`src/rtl/bcd_pkg.sv`:
```
// rtl/bcd_pkg.sv - shared constants and FSM state type for the binary-to-BCD converter
package bcd_pkg;

    localparam int         DIGIT_W     = 4;
    localparam logic [3:0] ADD3_THRESH = 4'd5;
    localparam logic [3:0] ADD3_INC    = 4'd3;
    localparam logic [3:0] XS3_BIAS    = 4'd3;

    typedef enum logic [1:0] {
        S_IDLE,
        S_SHIFT,
        S_DONE
    } b2b_state_t;

endpackage

```
`src/rtl/bcd_add3_cell.sv`:
```
// rtl/bcd_add3_cell.sv - one-digit double-dabble correction: add 3 when the digit is 5 or more
module bcd_add3_cell
    import bcd_pkg::*;
(
    input  logic [DIGIT_W-1:0] d_i,
    output logic [DIGIT_W-1:0] q_o
);

    // 4-bit add with the carry dropped; inputs above 9 never occur in a legal conversion
    assign q_o = (d_i >= ADD3_THRESH) ? (d_i + ADD3_INC) : d_i;

endmodule

```
`src/rtl/bin_to_bcd_seq.sv`:
```
// rtl/bin_to_bcd_seq.sv - sequential double-dabble binary-to-BCD converter, one bit per clock; optional out_xs3 via BIN2BCD_XS3_OUT_EN
module bin_to_bcd_seq
    import bcd_pkg::*;
#(
    parameter int BIN_W  = 8,
    parameter int DIGITS = 3
) (
    input  logic                      clk,
    input  logic                      rst_n,
    input  logic                      in_valid,
    output logic                      in_ready,
    input  logic [BIN_W-1:0]          in_bin,
    output logic                      out_valid,
    input  logic                      out_ready,
    output logic [DIGIT_W*DIGITS-1:0] out_bcd
`ifdef BIN2BCD_XS3_OUT_EN
    ,
    output logic [DIGIT_W*DIGITS-1:0] out_xs3
`endif
);

    localparam int BCD_W = DIGIT_W * DIGITS;
    localparam int CNT_W = $clog2(BIN_W + 1);

    // The BCD field must be able to represent the largest binary input
    if ((10 ** DIGITS) <= ((2 ** BIN_W) - 1)) begin : g_digits_check
        $error("bin_to_bcd_seq: DIGITS too small for BIN_W");
    end

    b2b_state_t       state_q;
    logic [CNT_W-1:0] cnt_q;
    logic [BIN_W-1:0] bin_sr_q;
    logic [BCD_W-1:0] bcd_sr_q;
    logic [BCD_W-1:0] bcd_adj;
    logic [BCD_W-1:0] bcd_sr_d;
    logic [BIN_W-1:0] bin_sr_d;
    logic             in_ready_q;
    logic             out_valid_q;
    logic [BCD_W-1:0] out_bcd_q;

    // Per-digit add-3 correction applied before every shift
    for (genvar g = 0; g < DIGITS; g++) begin : g_add3
        bcd_add3_cell u_add3 (
            .d_i (bcd_sr_q[g*DIGIT_W +: DIGIT_W]),
            .q_o (bcd_adj[g*DIGIT_W +: DIGIT_W])
        );
    end

    // Shift the corrected BCD field and the binary field as one word; the top bit falls off
    assign {bcd_sr_d, bin_sr_d} = {bcd_adj, bin_sr_q} << 1;

`ifdef BIN2BCD_XS3_OUT_EN
    logic [BCD_W-1:0] xs3_d;
    logic [BCD_W-1:0] out_xs3_q;

    // Excess-3 form of the final BCD word, captured alongside out_bcd
    for (genvar g = 0; g < DIGITS; g++) begin : g_xs3
        assign xs3_d[g*DIGIT_W +: DIGIT_W] = bcd_sr_d[g*DIGIT_W +: DIGIT_W] + XS3_BIAS;
    end

    assign out_xs3 = out_xs3_q;
`endif

    // Control FSM with datapath registers; outputs are registered and held through DONE
    always_ff @(posedge clk) begin
        if (!rst_n) begin
            state_q     <= S_IDLE;
            cnt_q       <= '0;
            bin_sr_q    <= '0;
            bcd_sr_q    <= '0;
            in_ready_q  <= 1'b1;
            out_valid_q <= 1'b0;
            out_bcd_q   <= '0;
`ifdef BIN2BCD_XS3_OUT_EN
            out_xs3_q   <= '0;
`endif
        end else begin
            case (state_q)
                S_IDLE: begin
                    if (in_valid && in_ready_q) begin
                        bin_sr_q   <= in_bin;
                        bcd_sr_q   <= '0;
                        cnt_q      <= CNT_W'(BIN_W);
                        in_ready_q <= 1'b0;
                        state_q    <= S_SHIFT;
                    end
                end
                S_SHIFT: begin
                    bcd_sr_q <= bcd_sr_d;
                    bin_sr_q <= bin_sr_d;
                    cnt_q    <= cnt_q - CNT_W'(1);
                    if (cnt_q == CNT_W'(1)) begin
                        out_bcd_q   <= bcd_sr_d;
`ifdef BIN2BCD_XS3_OUT_EN
                        out_xs3_q   <= xs3_d;
`endif
                        out_valid_q <= 1'b1;
                        state_q     <= S_DONE;
                    end
                end
                S_DONE: begin
                    // New accept is only possible from IDLE, so the handoff costs one cycle
                    if (out_ready) begin
                        out_valid_q <= 1'b0;
                        in_ready_q  <= 1'b1;
                        state_q     <= S_IDLE;
                    end
                end
                default: begin
                    state_q     <= S_IDLE;
                    in_ready_q  <= 1'b1;
                    out_valid_q <= 1'b0;
                end
            endcase
        end
    end

    assign in_ready  = in_ready_q;
    assign out_valid = out_valid_q;
    assign out_bcd   = out_bcd_q;

endmodule

```
`config.mk`:
```
export PLATFORM = sky130hd
export DESIGN_NAME = bin_to_bcd_seq
export DESIGN_NICKNAME = d
export VERILOG_FILES = /design/src/rtl/bcd_pkg.sv /design/src/rtl/bcd_add3_cell.sv /design/src/rtl/bin_to_bcd_seq.sv
export SDC_FILE = /design/constraint.sdc
export NUM_CORES = 1
export LEC_CHECK = 0
export ABC_AREA = 1
export CAP_MARGIN = 20
export CELL_PAD_IN_SITES_DETAIL_PLACEMENT = 1
export CELL_PAD_IN_SITES_GLOBAL_PLACEMENT = 1
export CORE_UTILIZATION = 39
export DETAILED_ROUTE_END_ITERATION = 8
export GPL_TIMING_DRIVEN = 0
export HOLD_SLACK_MARGIN = 0.15
export MAX_ROUTING_LAYER = met4
export PLACE_DENSITY_LB_ADDON = 0.1
export SETUP_SLACK_MARGIN = 0.3
export SLEW_MARGIN = 20
export SYNTH_ARGS = -nofsm -noshare
export SYNTH_HDL_FRONTEND = slang
export SYNTH_SLANG_ARGS = --single-unit
```
`constraint.sdc`:
```
create_clock -name clk -period 1.6 [get_ports clk]
set_input_delay 0.32 -clock clk [delete_from_list [all_inputs] [get_ports clk]]
set_output_delay 0.32 -clock clk [all_outputs]
set_load 0.02 [all_outputs]
```
* Word-level counts from Yosys, hierarchy flattened
Index checks and enable logic that the tools add are counted.
** Storage, ports and cells
- Bits in registers :: 40
- Output and inout bits :: 14
** Cells by class
- Add/sub/neg operators :: 4
- Magnitude comparators :: 3
- Equal/unequal tests :: 6
- Muxes and demuxes :: 19
- Bitwise gates (word level) :: 2
- Reductions and logical operators :: 8
** Operator list (number)
- $pmux 12 s2 :: 1
- $pmux 8 s2 :: 1
- $ge 4x3->1 const B :: 3
- $mux 12 :: 1
- $mux 4 :: 3
- $reduce_and 3->1 :: 3
- $add 4x2->4 const B :: 2
- $mux 8 :: 1
- $pmux 4 s2 :: 1
- $mux 2 :: 3
- $ne 2x2->1 const B :: 3
- $pmux 1 s3 :: 2
- $pmux 2 s3 :: 1
- $eq 4x1->1 const B :: 1
- $mux 1 :: 4
- $reduce_and 2->1 :: 2
- $sub 4x1->4 const B :: 1
- $add 3x2->3 const B :: 1
- $mux 3 :: 1
- $eq 2x1->1 const B :: 1
- $eq 2x2->1 const B :: 1
- $logic_not 2->1 :: 1
- $not 1->1 :: 2
- $reduce_bool 2->1 :: 1
- $logic_and 1x1->1 :: 1

* Depth between registers and ports, before layout
Gate-level depths: netlist (run 1).
- Depth in word-level cells :: 3
- Gate-level depth with buffers :: 9
- Gate-level depth less buffers :: 9

* Hierarchy
Synthesis (run 1) repeated with hierarchy kept, for this count alone.
** Second synthesis, totals
- Cells, all modules :: 276
- Area, all modules :: 2039.5 um^2
** Modules (own cells, without submodules)
- bin_to_bcd_seq :: times used 1, cells an instance 207, area an instance 1634.1 um^2
- bcd_add3_cell :: times used 3, cells an instance 23, area an instance 135.1 um^2

* Worst setup path before layout (run 1)
No wires, ideal clock.
- Kind :: register to register
- Start :: reg bcd_sr_q[0]
- End :: reg out_bcd_q[1] (netlist: out_bcd[1])
- Setup time :: 0.114 ns
- Arrival :: 1.106 ns
- Path slack :: 0.380 ns
- Cell stages (with the launch flop) :: 9
- Cells stage by stage :: dfxtp_1 inv_1 ha_1 inv_1 nand2_1 nand3_1 nand2_1 a21oi_1 nor2_1
** On the way
- Cells in the longest elaborated chain, start to end :: 2
- Elaborated cells between the ends (all ways) :: 3
- Classes of those cells :: add/sub: 1; order compare: 1; mux: 1
** RTL lines
- from (decl) :: RTL line bin_to_bcd_seq.sv:33 : logic [BCD_W-1:0] bcd_sr_q;
- from (signal assigned) :: RTL line bin_to_bcd_seq.sv:89 : bcd_sr_q <= bcd_sr_d;
- $add 4x2->4 / $ge 4x3->1 (equally long branches) :: RTL line bcd_add3_cell.sv:10 : assign q_o = (d_i >= ADD3_THRESH) ? (d_i + ADD3_INC) : d_i;
- $mux 4 * :: RTL line bcd_add3_cell.sv:10
- to (signal assigned) :: RTL line bin_to_bcd_seq.sv:93 : out_bcd_q <= bcd_sr_d;
- to (decl) :: RTL line bin_to_bcd_seq.sv:39 : logic [BCD_W-1:0] out_bcd_q;
Mark *: on every way between the ends. The rest lies on a longest branch, timed or not.
A chain may end at the register's enable or synchronous reset.

* Worst setup path after layout (run 1)
- Start :: reg out_bcd_q[8] (netlist: out_bcd[8])
- End :: out out_bcd[8]
** RTL lines
- to (decl) :: RTL line bin_to_bcd_seq.sv:15 : output logic [DIGIT_W*DIGITS-1:0] out_bcd
No word-level cell between the ends.

==> impl_metrics.ini, run 1 <==
[die]
chipWidth_um = 72.2
io_pins = 26
die-height_um = 72.2
coreArea_mm2 = 0.00472
rows = 25
start_util_pct = 40.7
dieArea_mm2 = 0.00521

[power_and_ir_drop]
ir_drop_uv = 425
p_leak_nw = 1.10
power.density_mw_per_mm2 = 860

[critical_path]
critical_path_required_ps = 1280
critPathArrivalTime_ps = 950
path_buf_inv = 1
slowest_stage = dfxtp_1
endpoint_kind = primary output
cp_max_fo = 2
crit_chain = dlygate4sd2_1
critPathTopFamily = flip-flops
crit_path_start_kind = flop
crit_path_max_incr_delay_ps = 330
critPathKind = reg2out

[placement]
place_congestion = 0.816
hpwl_mm = 3.41
dp.cells = 362
io_buffers = 24

[global_routing]
track_usage_pct = 20.5
grt-ovfl-total = 0
grt_pass1_vias = 1719
grt_pass1_wl_mm = 7.99
antenna_found_initial = 0
grt_max_degree = 12

[synthesis]
synth_top_area_cell = dfxtp_1
netlist_area_mm2 = 0.00192
ys_ff_latch = 40
synth_top_area_share_pct = 41.7
synth_seq_area_share_pct = 41.7
syn_inst = 271
yosys_warnings = 0
synthDistinctLibCells = 22
syn_area_per_cell_um2 = 7.09
syn-num-nets = 291
synthTopCellsByArea = dfxtp_1 42%, nand2_1 16%, a21oi_1 7.8%

[layout]
layout_commonest_cell = nand2_1
drive_gt1_share_pct = 21.9
n_antenna_cell = 0
register_area_um2 = 815
multi_input_area_mm2 = 0.00105
syn_to_final_growth_pct = 33.0
final_cell_mix = 75 x nand2_1, 33 x dfxtp_1, 25 x inv_1, 23 x a21oi_1, 13 x nand3_1
fill_cells = 598
finalNonFillerCells = 378
utilization_pct = 54.1
num-nets-final = 330

[timing]
min_period_over_period_pct = 79.7
setup_violations = 0
period_needed_ps = 1270
drv_slew = 0
worst_pin_slew_ps = 601
slew_headroom_pct = 60.0
timing.hold.ws_ps = 337
max_clock_freq_mhz = 784
fin_skew_ps = 8.56
grt_setup_unrepaired = yes
hold_viol_final = 0

[clocking]
cts_tree = done
path_clk_slew_ps = 80
htree_levels = 2
cts_num_sinks = 40
cts_buffers = 5
clockBufferDepth = 2
root_buffer = clkbuf_8
clkLatencyLatePin_ps = 300
cts_hold_buf = 0

[drt]
wirelength_mm = 5.11
dr.pass1.iters = 4
drc = 0
drtIter0Drc = 66
wl_per_cell_um = 13.5
routed-via-count = 1868
postRouteAntennaNets = 0
viasPerCell = 4.94

[hold_path]
hp-class = in2reg

[flow_run]
drv_cap = 0

[outcome]
status = completed
-- power by group --
part           internal, W  total [W]  switching (W)
clock             0.000352   0.000716       0.000363
sequential         0.00105    0.00109      0.0000406
combinational     0.000162   0.000392       0.000230
-- cell usage after synthesis --
cell	n
nand2_1	84
dfxtp_1	40
inv_1	31
a21oi_1	30
nand3_1	17
nor2_1	12
o21ai_0	11
ha_1	8
a31oi_1	7
nand4_1	7
buf_2	4
buf_6	3
clkbuf_1	3
inv_2	3
o21a_1	3
nor3_1	2
and2_1	1
inv_4	1
nand2_2	1
nand2_4	1
nand4_4	1
o22ai_1	1
-- through the flow --
step | cell area (um^2) | setup TNS [ps] | power [W] | worst slack, ps
after floorplan | 1920 | 0 | 0.00134 | 380
after global placement | 2250 | -120 | 0.00145 | -19.8
after detailed placement | 2250 | -74.8 | 0.00147 | -14.2
after CTS | 2370 | 0 | 0.00218 | 271
after global routing | 2560 | 0 | 0.00231 | 279
final | 2560 | 0 | 0.00220 | 325
-- metal layers --
metal	up-vias	GRT usage, %	part of all wire [%]
met5	-	-	0
met4	0	6.54	1.2
met3	7	4.58	3.1
met2	32	34.7	50
met1	876	24.1	45
li1	953	-	-
-- final timing paths --
check	depth (start not counted)	from	slack, ps	end
worst min-delay path	3	rst_n	340	bin_sr_q[7]$_SDFFE_PN0P_
worst max-delay path	1	out_bcd[8]$_SDFFE_PN0P_	330	out_bcd[8]
worst max register to register	7	bcd_sr_q[8]$_SDFFE_PN0P_	370	out_bcd[10]$_SDFFE_PN0P_
worst min register to register	2	out_bcd[3]$_SDFFE_PN0P_	460	out_bcd[3]$_SDFFE_PN0P_
-- cell type report --
cell class                 count  area share, %
sequential                    40           31.9
tap                           67           3.28
timing repair buffer          32           11.7
multi-input combinational    186           41.1
inverter                      35           5.63
buffer                        10           2.94
clock buffer                   8           3.52
-- flip-flops by register name, indices dropped and copies added, names as in the netlist --
name / flops
bin_sr_q: 8
out_bcd: 12
bcd_sr_q: 12
out_valid: 1
cnt_q: 4
state_q: 2
in_ready: 1
-- timing repair --
item | in CTS | in global routing
cloned | 0 | 1
pin swaps | 0 | 11
hold endpoints to repair | 0 | 0
setup buffers | 2 | 5
endpoints found under the setup margin | 36 | 34
resized for setup | 28 | 54
-- cell families (layout without fill, tap and decap cells) --
group | after synthesis | in the layout | share of synthesized area, %
adders and majority gates | 8 | 8 | 5.21
buffers and inverters | 45 | 85 | 10.4
AOI/OAI and AO/OA | 52 | 52 | 14.5
DFF | 40 | 40 | 41.7
and+or+nand+nor | 126 | 126 | 28.3
(Power assumes the default switching activity.)
==> run 2, diff against run 1 <==
--- a/config.mk
+++ b/config.mk
@@ -9,7 +9,7 @@
 export CAP_MARGIN = 20
 export CELL_PAD_IN_SITES_DETAIL_PLACEMENT = 1
 export CELL_PAD_IN_SITES_GLOBAL_PLACEMENT = 1
-export CORE_UTILIZATION = 39
+export CORE_UTILIZATION = 35
 export DETAILED_ROUTE_END_ITERATION = 8
 export GPL_TIMING_DRIVEN = 0
 export HOLD_SLACK_MARGIN = 0.15
==> constraint.sdc (replaced) <==
create_clock -name clk -period 1.05 [get_ports clk]
set_input_delay 0.21 -clock clk [delete_from_list [all_inputs] [get_ports clk]]
set_output_delay 0.21 -clock clk [all_outputs]
set_load 0.02 [all_outputs]
==> run 2 against run 1 <==
Compared with the run above: highest routed layer unchanged; cell count is 9.8% higher; largest cell class unchanged; the flow now finishes with violations (negative setup slack); hold slack worse by 98 ps; clock skew is 5.5 ps higher; critical path depth is 7 higher.
==> impl_metrics.ini, run 2 (synthesized netlist as in run 1, its figures left out) <==
[outcome]
status = complete, but fails checks
violations = negative setup slack

[layout]
final_cell_mix = 47 x nand2_1, 28 x buf_6, 25 x a21oi_2, 25 x buf_4, 22 x nand2_2
fill_cells = 590
finalNonFillerCells = 415
utilization_pct = 65.7
layout_commonest_cell = nand2_1
fin_area_mm2 = 0.00342
syn_to_final_growth_pct = 77.9
num-nets-final = 364
register_area_um2 = 850
n_antenna_cell = 0
multi_input_area_mm2 = 0.00141
drive_gt1_share_pct = 58.6

[clocking]
root_buffer = clkbuf_8
cts_tree = done
cts_buffers = 5
clockBufferDepth = 2
cts_hold_buf = 0
clkLatencyLatePin_ps = 310
htree_levels = 2
path_clk_slew_ps = 80
cts_num_sinks = 40

[timing]
totalNegativeSetupSlack_ps = -7520
max_clock_freq_mhz = 727
hold_viol_final = 0
timing.hold.ws_ps = 239
setup_slack_ps = -326
period_needed_ps = 1380
drv_slew = 0
slew_headroom_pct = 45.4
grt_setup_unrepaired = yes
setup_violations = 40
fin_skew_ps = 14.0
worst_pin_slew_ps = 818
min_period_over_period_pct = 131

[die]
dieArea_mm2 = 0.00579
io_pins = 26
chipWidth_um = 76.1
rows = 26
die-height_um = 76.1
coreArea_mm2 = 0.00520
start_util_pct = 36.9

[critical_path]
critical_path_required_ps = 1260
crit_path_start_kind = flop
critPathArrivalTime_ps = 1580
critPathKind = reg2reg
cp_max_fo = 4
endpoint_kind = flop

[drt]
wirelength_mm = 8.15
postRouteAntennaNets = 0
wl_per_cell_um = 19.6
dr.pass1.iters = 4
drtIter0Drc = 78
met1_length_mm = 3.33
routed-via-count = 2179
drc = 0
highest-signal-layer = met4
wl_met2_mm = 4.48
wl_met3_um = 200
viasPerCell = 5.25

[power_and_ir_drop]
ir_drop_uv = 843
p_leak_nw = 1.56
power.density_mw_per_mm2 = 1180

[global_routing]
antenna_found_initial = 0
track_usage_pct = 23.0
grt-ovfl-total = 0
grt_pass1_vias = 2165
grt_max_degree = 13
grt_pass1_wl_mm = 10.2

[placement]
io_buffers = 24
dp.cells = 365
hpwl_mm = 3.64
place_congestion = 0.772
placed_cell_area_mm2 = 0.00244

[hold_path]
hp-class = in2reg

[flow_run]
drv_cap = 0
[run 2: final cells by class]
class | count | share of cell area [%]
Clock inverter | 2 | 1.02
Inverter | 35 | 5.09
Timing Repair Buffer | 66 | 20.1
Multi-Input combinational cell | 186 | 41.3
Buffer | 10 | 2.93
Sequential cell | 40 | 24.8
Tap cell | 70 | 2.56
Clock buffer | 6 | 2.12
[run 2: timing repair]
item	in CTS	in global routing
setup endpoints to repair	54	54
cloned	2	1
buffers inserted	19	20
resized for setup	151	75
pin swaps	22	31
[run 2: critical path, cell delays in order, from the launching register on]
cell and delay, ps:
dfxtp_2 340, inv_4 90, buf_6 110, nand3_4 90, nand2_8 120, buf_6 130, buf_6 120, o21ai_2 60
a31oi_1 230
[run 2: worst paths after layout]
kind	start	to	slack, ps	depth (start not counted)
hold reg to reg	bin_sr_q[0]$_SDFFE_PN0P_	bin_sr_q[0]$_SDFFE_PN0P_	480	2
setup reg to reg	state_q[1]$_SDFFE_PN0P_	bin_sr_q[7]$_SDFFE_PN0P_	-330	8
setup / recovery	state_q[1]$_SDFFE_PN0P_	bin_sr_q[7]$_SDFFE_PN0P_	-330	8
hold / removal	rst_n	bin_sr_q[6]$_SDFFE_PN0P_	240	3
[run 2: layer usage]
metal,up-vias,track usage [%]
met5,-,-
met4,0,6.54
met3,13,3.95
met2,55,41.5
met1,1083,26.1
li1,1028,-
[run 2: through the flow]
step | worst slack (ps) | power, W
floorplan | -23.9 | 0.00213
global placement | -374 | 0.00231
detailed placement | -384 | 0.00233
CTS | -168 | 0.00379
global route | -362 | 0.00419
finish | -326 | 0.00405
[run 2: power by group]
| group | switching [W] | internal [W] | total, W |
|---|---|---|---|
| combinational | 0.000546 | 0.000508 | 0.00105 |
| sequential | 0.0000853 | 0.00160 | 0.00169 |
| clock | 0.000597 | 0.000707 | 0.00130 |
| total | 0.00123 | 0.00282 | 0.00405 |
==> run 3, diff against run 2 <==
--- a/config.mk
+++ b/config.mk
@@ -16,6 +16,7 @@
 export MAX_ROUTING_LAYER = met4
 export PLACE_DENSITY_LB_ADDON = 0.1
 export SETUP_SLACK_MARGIN = 0.3
+export SKIP_LAST_GASP = 1
 export SLEW_MARGIN = 20
 export SYNTH_ARGS = -nofsm -noshare
 export SYNTH_HDL_FRONTEND = slang
==> run 3 against run 2 <==
Compared with the run above: the flow still finishes with violations (negative setup slack); cell area shrank 7.5%; clock skew is 5.6 ps lower; combinational power is 14% lower; first-iteration DRC count decreased by 42%; sequential power about the same; register-to-register slack better by 150 ps; cell count fell by 2.7%; critical endpoint is now out_bcd[5]$_SDFFE_PN0P_; largest cell class unchanged; largest power group unchanged.
==> impl_metrics.ini, run 3 (synthesized netlist as in run 1, its figures left out) <==
[layout]
num-nets-final = 353
layout_commonest_cell = nand2_1
syn_to_final_growth_pct = 64.6
drive_gt1_share_pct = 50.6
finalNonFillerCells = 404
final_cell_mix = 64 x nand2_1, 26 x buf_4, 20 x inv_1, 20 x buf_6, 19 x dfxtp_2
fill_cells = 621
utilization_pct = 60.8
n_antenna_cell = 0

[critical_path]
reg2reg_slack_ps = -170
crit_path_max_incr_delay_ps = 370
critPathTopFamily = flip-flops
crit_path_start = bcd_sr_q[4]$_SDFFE_PN0P_
crit_chain = inv_4 > ha_4 > inv_2 > nand2_4 > nand4_1 > a21oi_2 > nor2_1
endpoint_kind = flop
r2r_start = bcd_sr_q[4]$_SDFFE_PN0P_
path_buf_inv = 2
rr_worst_depth = 7
regToRegEndpoint = out_bcd[5]$_SDFFE_PN0P_
critPathKind = reg2reg
crit_path_start_kind = flop
critPathArrivalTime_ps = 1420
critical_path_required_ps = 1250
cp_max_fo = 4
worst-path-stages = 7
slowest_stage = dfxtp_4
crit_end = out_bcd[5]$_SDFFE_PN0P_

[timing]
period_needed_ps = 1220
slew_headroom_pct = 53.0
worst_pin_slew_ps = 704
min_period_over_period_pct = 116
max_clock_freq_mhz = 819
setup_slack_ps = -171
setup_violations = 38
timing.hold.ws_ps = 220
fin_skew_ps = 8.41
hold_viol_final = 0
totalNegativeSetupSlack_ps = -3880
grt_setup_unrepaired = yes
drv_slew = 0

[clocking]
path_clk_slew_ps = 80
cts_buffers = 5
cts_tree = done
cts_num_sinks = 40
cts_hold_buf = 0
clkLatencyLatePin_ps = 300
clockBufferDepth = 2
htree_levels = 2
root_buffer = clkbuf_8

[die]
die-height_um = 76.1
chipWidth_um = 76.1
start_util_pct = 36.9
dieArea_mm2 = 0.00579
rows = 26
io_pins = 26
coreArea_mm2 = 0.00520

[drt]
postRouteAntennaNets = 0
wl_per_cell_um = 15.3
viasPerCell = 4.93
routed-via-count = 1993
dr.pass1.iters = 4
wirelength_mm = 6.17
drtIter0Drc = 45
drc = 0

[global_routing]
grtUsageMet1_pct = 25.8
track_usage_pct = 23.2
grt_pass1_vias = 2153
met2_usage_pct = 41.8
grt_max_degree = 13
use_met3_pct = 3.59
grt-busiest-layer = met2
antenna_found_initial = 0
grt_pass1_wl_mm = 10.3
grt-ovfl-total = 0

[power_and_ir_drop]
power.density_mw_per_mm2 = 1220
p_leak_nw = 1.42
ir_drop_uv = 658

[outcome]
violations = negative setup slack
status = complete, but fails checks

[placement]
io_buffers = 24
hpwl_mm = 3.64
place_congestion = 0.772
dp.cells = 365
dp_slack_ps = -384

[flow_run]
drv_cap = 0

[hold_path]
hp-class = in2reg
[run 3: stage by stage]
stage / total power (W) / cell area, um^2
2_1_floorplan: 0.00213 / 2110
3_3_place_gp: 0.00231 / 2440
3_5_place_dp: 0.00233 / 2440
4_1_cts: 0.00378 / 2930
5_1_grt: 0.00404 / 3160
6_report: 0.00386 / 3160
[run 3: routing by layer]
layer	share of wire [%]	routed length, um
met5	0	0
met3	2.0	126
met4	2.3	139
met1	43	2660
met2	53	3250
[run 3: cell type report]
class / count / area (um^2) / share of cell area [%]
Multi-Input combinational cell: 186 / 1310 / 41.5
Clock inverter: 2 / 35.0 / 1.11
Timing Repair Buffer: 55 / 526 / 16.6
Inverter: 35 / 174 / 5.50
Tap cell: 70 / 87.6 / 2.77
Sequential cell: 40 / 851 / 26.9
Clock buffer: 6 / 72.6 / 2.29
Buffer: 10 / 106 / 3.36
[run 3: timing repair]
item / CTS / global route
gates cloned: 2 / 0
buffers inserted: 19 / 10
pin swaps: 22 / 16
endpoints found under the setup margin: 54 / 54
resized for setup: 139 / 52
[run 3: worst min-delay path by stage]
stage                              startpoint                        end  slack (ps)  cells after the start
finish                                  rst_n   bin_sr_q[6]$_SDFFE_PN0P_         220                      3
global placement      out_bcd[7]$_SDFFE_PN0P_    out_bcd[7]$_SDFFE_PN0P_         450                      2
CTS                                     rst_n   bin_sr_q[6]$_SDFFE_PN0P_         220                      3
floorplan                           in_bin[0]   bin_sr_q[0]$_SDFFE_PN0P_         360                      2
global route                            rst_n   bin_sr_q[6]$_SDFFE_PN0P_         220                      3
detailed placement  bcd_sr_q[11]$_SDFFE_PN0P_  bcd_sr_q[11]$_SDFFE_PN0P_         460                      2
[run 3: power by group]
group          switching (W)  internal (W)
clock network       0.000575      0.000706
logic               0.000464      0.000435
registers          0.0000807       0.00160
total                0.00112       0.00274
[run 3: tightest hold or removal path: cells and delay by family]
family | cells | cell delay, ps
AO/OA/AOI/OAI | 2 | 110
buffers and inverters | 1 | 170
==> patch, RTL diff (settings of run 2) <==
Build with the macro `BIN2BCD_XS3_OUT_EN` defined.
--- a/src/rtl/bin_to_bcd_seq.sv
+++ b/src/rtl/bin_to_bcd_seq.sv
@@ -1,4 +1,6 @@
 // rtl/bin_to_bcd_seq.sv - sequential double-dabble binary-to-BCD converter, one bit per clock; optional out_xs3 via BIN2BCD_XS3_OUT_EN
+`define BIN2BCD_XS3_OUT_EN
+
 module bin_to_bcd_seq
     import bcd_pkg::*;
 #(
Check against the original RTL (old outputs only; new: out_xs3): equivalent (equiv_simple and equiv_induct, registers matched by name and starting in step).
==> patch against run 2 <==
- the flow finishes with violations (DRC, setup timing)
- first-iteration DRC count increased by 22%
- wire length increased by 50%
- area after synthesis increased by 24%
- clock skew decreased by 0.0038 ns
- final area increased by 32%
- core utilization increased by 4.0 points
- sequential cell count increased by 12
- total power increased by 22%
- die area increased by 23%
- worst setup slack got worse by 0.34 ns
- sequential power increased by 30%
- critical path depth increased by 3
- largest cell class unchanged
- highest routed layer unchanged
==> patch: results (changes against run 2) <==
metric	value	unit	change
Worst Setup Slack, final	-0.662	ns	-0.336 ns
global-route wire length before repair	13800	microns	+35%
crit-path max FO	5		+1
Post-route DRC	4		+4
nets	464		+27%
failing checks	DRC, setup timing		
register area share after synthesis	43.7	%	+2.0 points
Hold EP	bin_sr_q[1]$_SDFFE_PN0P_		
Total Routing Usage GR	26.0	%	+3.0 points
CTS clk-pin slew, worst paths	0.10	ns	+0.02 ns
layout cells sized above 1	65.2	%	+6.7 points
Finish-stage setup viols	53		+33%
via density per instance	5.58		+6.2%
Setup WS pre-CTS	-0.599	ns	-0.215 ns
static leakage	0.00204	uW	+30%
crit-path leading delay family	simple AND/OR/NAND/NOR gates		
Pwr Density	1100	nW/um^2	-7.3%
Slew headroom	44.1	%	-1.4 points
Synth cell types	27		+23%
Worst Setup SP	bcd_sr_q[0]$_SDFFE_PN0P_		
reg2reg end	out_xs3[2]$_SDFFE_PN0P_		
Synthesized Nets	350		+20%
pin count of the biggest net entering global routing	16		+3
First-pass DRT Iterations	6		+2
WL/cell	23.4	microns	+19%
outcome	finished, violations left		
CP max stage cell	dfxtp_4		
Via Count	2900		+33%
Peak VDD IR	820	uV	-2.7%
Area contributors post-synth	dfxtp_1 44%, nand2_1 14%, a21oi_1 7.8%		
Synth top cells by count	92 x nand2_1, 52 x dfxtp_1, 37 x a21oi_1		
patch: changes by cell type in the layout (fill, tap and decap cells not counted), sizes merged, moves of 5 or more:
| cell | change |
|---|---|
| clkbuf | +5 |
| dfxtp | +12 |
| o21ai | +16 |
| buf | +39 |
| a21oi | +7 |
| nand2 | +6 |
| nor2 | +8 |
patch: stage by stage:
stage	TNS [ns]	hold WS, ns
2_1_floorplan	-5.42	0.352
3_3_place_gp	-27.05	0.447
4_1_cts	-11.77	0.332
3_5_place_dp	-27.78	0.451
6_report	-20.85	0.409
5_1_grt	-23.73	0.402
patch: worst reg2reg max path: stages (launching register included):
cell	delay, ns
dfxtp_4	0.39
inv_4	0.08
ha_4	0.14
inv_4	0.05
nand2_4	0.07
nand4_1	0.26
nand2_2	0.24
inv_2	0.08
nand3_2	0.06
nand3_2	0.09
nand2_1	0.10
inv_1	0.06
patch: layer usage:
layer	track usage [%]	share of wire, %
met1	28.3	37
met2	49.5	54
met3	2.95	4.1
met4	7.40	4.5
met5	-	0
patch: what timing repair did:
action,4_1_cts,5_1_grt
gates cloned,5,2
buffers inserted,34,29
gates resized for setup,283,83
hold buffers,0,0
pin swaps,39,34
hold endpoints to repair,0,0
setup endpoints to repair,78,78
patch: final cells by class:
type | instances | area [sq um]
plain buffers | 13 | 133
clock buffers | 7 | 86.3
clock inverters | 1 | 7.51
fillers | 689 | 1960
inverters | 38 | 194
multi-input cells | 225 | 1780
flip-flops and latches | 52 | 1100
well taps | 77 | 96.3
repair buffers | 107 | 1100
patch: cell families after synthesis:
group | share of synthesized area (%)
AOI/OAI and AO/OA | 16.3
xor gates and xnor gates | 1.10
adders and majority gates | 5.25
buffers and inverters | 8.71
DFF | 43.7
and+or+nand+nor | 25.0
